$ cat src/rtl/button_event_gen_if.sv
// Button-side bundle for button_event_gen: debounced level in, UI events out.
// The button source is the master; the event generator is the slave.
interface button_event_gen_if;
    logic       btn_i;
    logic       press_o;
    logic       release_o;
    logic       long_press_o;
    logic       repeat_o;
    logic       held_o;
    logic [7:0] press_count_o;

    modport master (
        output btn_i,
        input  press_o,
        input  release_o,
        input  long_press_o,
        input  repeat_o,
        input  held_o,
        input  press_count_o
    );

    modport slave (
        input  btn_i,
        output press_o,
        output release_o,
        output long_press_o,
        output repeat_o,
        output held_o,
        output press_count_o
    );
endinterface

$ cat src/rtl/button_event_gen.sv
// Turns a debounced button level into one-cycle press/release/long-press/repeat
// events, plus a held level and a wrapping 8-bit press counter.
module button_event_gen #(
    parameter int HOLD_CYCLES   = 25_000_000,
    parameter int REPEAT_CYCLES = 5_000_000,
    parameter int CNT_W         = 25,
    parameter int REPEAT_EN     = 1
) (
    input  logic                 clk,
    input  logic                 clr,
    button_event_gen_if.slave    bus
);

    typedef enum logic [1:0] {
        ST_IDLE  = 2'd0,
        ST_PRESS = 2'd1,
        ST_HOLD  = 2'd2
    } state_e;

    localparam logic [CNT_W-1:0] HOLD_LAST   = CNT_W'(HOLD_CYCLES - 1);
    localparam logic [CNT_W-1:0] REPEAT_LAST = CNT_W'(REPEAT_CYCLES - 1);
    localparam logic             REPEAT_BIT  = (REPEAT_EN != 0);

    logic             s1_q, s2_q;
    state_e           state_q, state_d;
    logic [CNT_W-1:0] cnt_q, cnt_d;
    logic             press_q, press_d;
    logic             release_q, release_d;
    logic             long_press_q, long_press_d;
    logic             repeat_q, repeat_d;
    logic             held_q, held_d;
    logic [7:0]       count_q, count_d;

    // The button is asynchronous to clk; only s2_q may feed the FSM.
    // NOTE: sequential state uses non-blocking (<=) so every flop samples the
    // pre-edge value of its neighbours, which keeps the two-stage chain intact.
    always_ff @(posedge clk or posedge clr) begin
        if (clr) begin
            s1_q <= 1'b0;
            s2_q <= 1'b0;
        end else begin
            s1_q <= bus.btn_i;
            s2_q <= s1_q;
        end
    end

    always_ff @(posedge clk or posedge clr) begin
        if (clr) begin
            state_q      <= ST_IDLE;
            cnt_q        <= '0;
            press_q      <= 1'b0;
            release_q    <= 1'b0;
            long_press_q <= 1'b0;
            repeat_q     <= 1'b0;
            held_q       <= 1'b0;
            count_q      <= '0;
        end else begin
            state_q      <= state_d;
            cnt_q        <= cnt_d;
            press_q      <= press_d;
            release_q    <= release_d;
            long_press_q <= long_press_d;
            repeat_q     <= repeat_d;
            held_q       <= held_d;
            count_q      <= count_d;
        end
    end

    always_comb begin
        // NOTE: every signal written here gets a default first so no path can
        // leave it unassigned and infer a latch; pulses default low each cycle.
        state_d      = state_q;
        cnt_d        = cnt_q;
        count_d      = count_q;
        press_d      = 1'b0;
        release_d    = 1'b0;
        long_press_d = 1'b0;
        repeat_d     = 1'b0;

        unique case (state_q)
            ST_IDLE: begin
                if (s2_q) begin
                    state_d = ST_PRESS;
                    cnt_d   = '0;
                    press_d = 1'b1;
                    count_d = count_q + 8'd1;
                end
            end
            // Release is tested first so it always beats long-press/repeat.
            ST_PRESS: begin
                if (!s2_q) begin
                    state_d   = ST_IDLE;
                    release_d = 1'b1;
                    cnt_d     = '0;
                end else if (cnt_q == HOLD_LAST) begin
                    state_d      = ST_HOLD;
                    long_press_d = 1'b1;
                    repeat_d     = REPEAT_BIT;
                    cnt_d        = '0;
                end else begin
                    cnt_d = cnt_q + 1'b1;
                end
            end
            ST_HOLD: begin
                if (!s2_q) begin
                    state_d   = ST_IDLE;
                    release_d = 1'b1;
                    cnt_d     = '0;
                end else if (cnt_q == REPEAT_LAST) begin
                    repeat_d = REPEAT_BIT;
                    cnt_d    = '0;
                end else begin
                    cnt_d = cnt_q + 1'b1;
                end
            end
            default: begin
                state_d = ST_IDLE;
                cnt_d   = '0;
            end
        endcase

        held_d = (state_d == ST_PRESS) || (state_d == ST_HOLD);
    end

    assign bus.press_o       = press_q;
    assign bus.release_o     = release_q;
    assign bus.long_press_o  = long_press_q;
    assign bus.repeat_o      = repeat_q;
    assign bus.held_o        = held_q;
    assign bus.press_count_o = count_q;

endmodule

$ cat src/flat_wrapper.sv
// flat-port wrapper written by rule: the top's interface ports become plain ports
module button_event_gen_flat 
#(
    parameter int HOLD_CYCLES   = 25_000_000,
    parameter int REPEAT_CYCLES = 5_000_000,
    parameter int CNT_W         = 25,
    parameter int REPEAT_EN     = 1
)
  (clk, clr, bus_btn_i, bus_press_o, bus_release_o, bus_long_press_o, bus_repeat_o, bus_held_o, bus_press_count_o);
  button_event_gen_if bus_i ();
  input  logic clk;
  input  logic clr;
  input wire logic [$bits(bus_i.btn_i)-1:0] bus_btn_i;
  output wire logic [$bits(bus_i.press_o)-1:0] bus_press_o;
  output wire logic [$bits(bus_i.release_o)-1:0] bus_release_o;
  output wire logic [$bits(bus_i.long_press_o)-1:0] bus_long_press_o;
  output wire logic [$bits(bus_i.repeat_o)-1:0] bus_repeat_o;
  output wire logic [$bits(bus_i.held_o)-1:0] bus_held_o;
  output wire logic [$bits(bus_i.press_count_o)-1:0] bus_press_count_o;
  assign bus_i.btn_i = bus_btn_i;
  assign bus_press_o = bus_i.press_o;
  assign bus_release_o = bus_i.release_o;
  assign bus_long_press_o = bus_i.long_press_o;
  assign bus_repeat_o = bus_i.repeat_o;
  assign bus_held_o = bus_i.held_o;
  assign bus_press_count_o = bus_i.press_count_o;
  button_event_gen #(.HOLD_CYCLES(HOLD_CYCLES), .REPEAT_CYCLES(REPEAT_CYCLES), .CNT_W(CNT_W), .REPEAT_EN(REPEAT_EN)) u_core (.clk(clk), .clr(clr), .bus(bus_i));
endmodule
$ cat config.mk
export PLATFORM = sky130hd
export DESIGN_NAME = button_event_gen_flat
export DESIGN_NICKNAME = d
export VERILOG_FILES = /design/src/rtl/button_event_gen_if.sv /design/src/rtl/button_event_gen.sv /design/src/flat_wrapper.sv
export SDC_FILE = /design/constraint.sdc
export NUM_CORES = 1
export LEC_CHECK = 0
export BUFFER_PORTS_ARGS = -buffer_cell sky130_fd_sc_hd__buf_2
export CORE_ASPECT_RATIO = 0.8
export CORE_MARGIN = 2
export CORE_UTILIZATION = 29
export CTS_CLUSTER_SIZE = 16
export DETAILED_ROUTE_END_ITERATION = 7
export PLACE_DENSITY = 0.48
export SLEW_MARGIN = 20
export SYNTH_ARGS = -nofsm -noshare
export SYNTH_HDL_FRONTEND = slang
export SYNTH_SLANG_ARGS = --single-unit
$ cat constraint.sdc
create_clock -name clk -period 1.76 [get_ports clk]
set_input_delay 0.088 -clock clk [delete_from_list [all_inputs] [get_ports clk]]
set_output_delay 0.088 -clock clk [all_outputs]
set_load 0.005 [all_outputs]
# Word-level counts from Yosys, hierarchy flattened
# Index checks and enable logic that the tools add are counted.
[word_totals]
ram_bits = 0
word_cells = 44
output_inout_bits = 13
memories = 0
register_bits = 42
latchBits = 0
inputBits = 3
romBits = 0
[classes]
muxes = 21
n_eq_ne = 7
reduce_logical = 4
div_mod_pow = 0
n_addsub = 2
n_bitwise = 0
n_shift = 0
n_mul = 0
n_lt_le_gt_ge = 0
[op_table]
columns = ["op", "count"]
rows = [
  ["25-bit 2-to-1 mux", 5],
  ["25-bit one-hot mux with 3 select lines", 1],
  ["25-bit by 1-bit adder with 25-bit output (second input constant)", 1],
  ["25-bit by 23-bit == test with 1-bit output (second input constant)", 1],
  ["25-bit == test (second input constant)", 1],
  ["1-bit 2-to-1 mux", 9],
  ["8-bit by 1-bit adder with 8-bit output (second input constant)", 1],
  ["2-bit 2-to-1 mux", 4],
  ["2-bit one-hot mux with 3 select lines", 1],
  ["2-bit by 1-bit == test with 1-bit output (second input constant)", 2],
  ["2-bit == test (second input constant)", 2],
  ["2-bit logical NOT", 1],
  ["2-bit by 1-bit != test with 1-bit output (second input constant)", 1],
  ["1-bit one-hot mux with 2 select lines", 1],
  ["2-bit AND reduction", 1],
  ["2-bit OR reduction", 1],
  ["1-bit logical OR", 1],
]

# Logic depth before layout (Yosys ltp)
[depth]
word_depth = 6
ltp_mapped = 10
depth_no_buf = 7

# Worst setup path before layout
# Ideal clock, no wire load.
[synth_timing]
path_kind = "reg2reg"
from = "reg u_core.cnt_q[0]"
to = "reg u_core.cnt_q[22]"
stages_incl_launch_ff = 10
t_arrival_ns = 1.856
t_required_ns = 1.678
path_buffers = 2
setup_ns = 0.082
path_slack_ns = -0.177
period_less_slack_ns = 1.937
cell_sequence = "dfrtp_1 -> ha_1 -> and3_1 -> buf_2 -> nand4_2 -> o21ai_1 -> a21oi_2 -> buf_4 -> a21bo_1 -> a31oi_1"
[synth_between]
elab_chain_len = 4
elab_cells_between_ends = 8
cone_classes = "add/sub (1); eq/ne (2); mux (5)"
[synth_rtl]
columns = ["item", "line", "text"]
rows = [
  ["start: declaration", "button_event_gen.sv:26", "logic [CNT_W-1:0] cnt_q, cnt_d;"],
  ["start signal: assignment", "button_event_gen.sv:59", "cnt_q <= cnt_d;"],
  ["25-bit by 1-bit adder with 25-bit output, or another cell as far along", "button_event_gen.sv:101, button_event_gen.sv:113", ""],
  ["25-bit 2-to-1 mux (on tied branches)", "button_event_gen.sv:109, button_event_gen.sv:95", ""],
  ["25-bit 2-to-1 mux (on tied branches)", "button_event_gen.sv:105, button_event_gen.sv:91", ""],
  ["25-bit one-hot mux with 3 select lines *", "button_event_gen.sv:80", "unique case (state_q)"],
]
# Mark *: on every way between the ends. The rest lies on a longest branch, timed or not.
# A chain may end at the register's enable or synchronous reset.

# Worst setup path after layout
[layout_timing]
from = "reg u_core.cnt_q[1]"
to = "reg u_core.cnt_q[9]"
# Same word-level chain as after synthesis.

==> flow_summary.json <==
{
  "syn_inst": 218,
  "grt-ovfl-total": 0,
  "ys_async_sr_fraction_pct": 100,
  "rrSetupSlack_ns": -0.17,
  "pwr_density_cell_nw_per_um2": 884,
  "fin_total_pwr_mw": 2.86,
  "violations": "setup timing",
  "setup_viol": 19,
  "yosysMostFrequentCell": "dfrtp_1",
  "timing.final.crit_share_pct": 110,
  "netlist_area_um2": 2180,
  "met3WireLength_um": 197,
  "antenna_found_initial": 0,
  "synth_edf_count": 0,
  "cts_buffers": 5,
  "grt_first_pass_wirelength_um": 9560,
  "crit_path_max_fanout": 14,
  "fin_nets": 320,
  "dr.pass1.iters": 4,
  "grt_max_degree": 20,
  "met1_length_um": 3000,
  "layout-drive-gt1-share_pct": 44.9,
  "die_y_um": 81.6,
  "cts_tree": "built",
  "final_cells": 402,
  "synth_top_cells_by_count": "dfrtp_1 (42), nand2_1 (19), a31oi_1 (16), nand3_1 (14)",
  "max_freq_ghz": 0.518,
  "worstReg2RegStart": "u_core.cnt_q[1]",
  "core_area_um2": 7360,
  "start_util_pct": 29.7,
  "drc": 0,
  "slew_headroom_pct": 52.1,
  "worstSetupPathType": "flip-flop to flip-flop",
  "finalSetupTns_ns": -1.81,
  "routed_via_density": 4.96,
  "cts.clk_slew.worst_paths_ns": 0.09,
  "htree_num_levels": 2,
  "drt_iter0_drc": 110,
  "cts_root_buf": "clkbuf_8",
  "r2r_end": "u_core.cnt_q[9]",
  "dieArea_um2": 8240,
  "tightest_slew_ns": 0.714,
  "synth_nets": 227,
  "pre_cts_ws_ns": -0.220,
  "rows": 28,
  "cp-end-kind": "flip-flop",
  "p_leak_nw": 1.52,
  "dr_wl_met2_um": 2490,
  "fin_hold_ws_ns": 0.354,
  "gp_congestion": 0.804,
  "cap_violations": 0,
  "synth_ff_type": "dfrtp_1",
  "avgSynthCellArea_um2": 10.0,
  "yosysWarnings": 0,
  "grt.total_usage_pct": 15.0,
  "synth.distinct_cells": 43,
  "reg2reg_depth": 8,
  "crit_required_ns": 1.95,
  "clkSinkCount": 42,
  "period_needed_ns": 1.93,
  "wl_per_cell_um": 14.3,
  "clock_latency_ns": 0.30,
  "synth_seq_area_share_pct": 48.2,
  "antenna_cells": 0,
  "hold_viol": 0,
  "synth_top_area_share_pct": 48.2,
  "die_w_um": 101,
  "outcome": "finished with violations",
  "worstPathArrival_ns": 2.12,
  "timing.final.ws_setup_ns": -0.170,
  "maxSlewViolCount": 0,
  "drt_wl_total_um": 5770,
  "hold_path.class": "input port to async pin",
  "dp_hpwl_um": 4090,
  "grt_pass1_vias": 1980,
  "synth_seq_cells": 42,
  "synthTopCellsByArea": "dfrtp_1 (48%), a31oi_1 (4.6%), a22o_1 (3.6%)",
  "yosysTopAreaCell": "dfrtp_1",
  "ioPinCount": 16,
  "topRoutingLayerUsed": "met4",
  "area_growth_pct": 48.5,
  "antenna_left": 0,
  "ir_drop_v": 0.000395,
  "clockBufferDepth": 2,
  "placedCellCount": 378,
  "critPathLaunchType": "flip-flop",
  "rsz0062_at_grt": "yes",
  "skew_ns": 0.00743,
  "io_buffers": 15,
  "vias": 1994
}
==> metal layers <==
| layer | global-route usage [%] | vias up |
|---|---|---|
| met1 | 21.7 | 962 |
| met3 | 3.15 | 7 |
| li1 | - | 991 |
| met4 | 5.27 | 0 |
| met5 | 0 | - |
| met2 | 22.3 | 34 |
==> cell families (layout without fill, tap and decap cells) <==
logic type      after synthesis  count (layout)  share of synthesized area (%)
buf+inv                      17             111                           3.61
fa+ha+maj                     6               6                           3.44
simple gates                 83              83                           21.6
mux                           4               4                           2.01
compound gates               54              54                           16.4
flops                        42              42                           48.2
xor+xnor                     12              12                           4.82
==> sequential cells by signal (all words and copies together) (netlist names) <==
| register | count |
|---|---|
| u_core.bus.press_count_o | 8 |
| u_core.bus.press_o | 1 |
| u_core.bus.repeat_o | 1 |
| u_core.s1_q | 1 |
| u_core.state_q | 2 |
| u_core.bus.release_o | 1 |
| u_core.cnt_q | 25 |
| u_core.s2_q | 1 |
| u_core.bus.held_o | 1 |
| u_core.bus.long_press_o | 1 |
==> critical path, stage by stage (launching register included) <==
cell and delay, ns:
dfrtp_1 0.38, ha_2 0.19, and3_4 0.25, nand4_4 0.11
o21ai_2 0.23, a21oi_2 0.11, buf_12 0.16, a21o_1 0.15
a22o_1 0.22
==> cell type report <==
cell class	instances	area, um2
well taps	90	113
clock inverters	2	37.5
inverters	8	30.0
clock buffers	6	72.6
multi-input cells	159	1210
fillers	716	4120
flip-flops and latches	42	1050
repair buffers	95	724
==> cells in the final DEF, fill, tap and decap left out, drive strengths merged, types with 2 or more instances in the layout <==
cell	instances
and4	5
a21o	3
xor2	3
inv	7
o21a	2
mux2	3
and3	5
nand3	14
nand2	19
nor2b	2
clkbuf	6
o21ai	8
nor3	5
a22o	9
ha	6
dfrtp	42
nor4b	3
and2	3
buf	93
dlygate4sd3	2
a31oi	16
nor4	2
xnor2	9
nand4	10
nor2	11
a21oi	12
==> worst max-delay path by stage <==
stage	start	cells after the start	slack [ns]	endpoint
final	u_core.cnt_q[1]	8	-0.17	u_core.cnt_q[9]
after global routing	u_core.cnt_q[1]	8	-0.24	u_core.cnt_q[9]
after CTS	u_core.cnt_q[9]	7	-0.14	u_core.cnt_q[21]
after detailed placement	u_core.cnt_q[8]	7	-0.22	u_core.cnt_q[9]
after global placement	u_core.cnt_q[8]	7	-0.23	u_core.cnt_q[9]
after floorplan	u_core.cnt_q[0]	8	-0.03	u_core.cnt_q[24]
==> power breakdown <==
part	internal, mW	switching (mW)	total [mW]
registers	1.08	0.110	1.19
clock network	0.424	0.358	0.782
logic	0.462	0.428	0.890
==> repair_timing <==
action | 4_1_cts | 5_1_grt
hold buffers | 2 | 0
resized for setup | 10 | 28
endpoints found under the hold margin | 18 | 0
cloned | 0 | 0
endpoints found under the setup margin | 26 | 31
pin swaps | 8 | 13
setup buffers | 9 | 7
==> metrics by stage <==
| stage | util (%) | cell area (um2) |
|---|---|---|
| after floorplan | - | 2230 |
| after global placement | 38.9 | 2860 |
| after detailed placement | 38.9 | 2860 |
| after CTS | 42.3 | 3110 |
| after global routing | 44.0 | 3240 |
| final | 44.0 | 3240 |
Note: power is estimated with default switching activity, not from simulation.
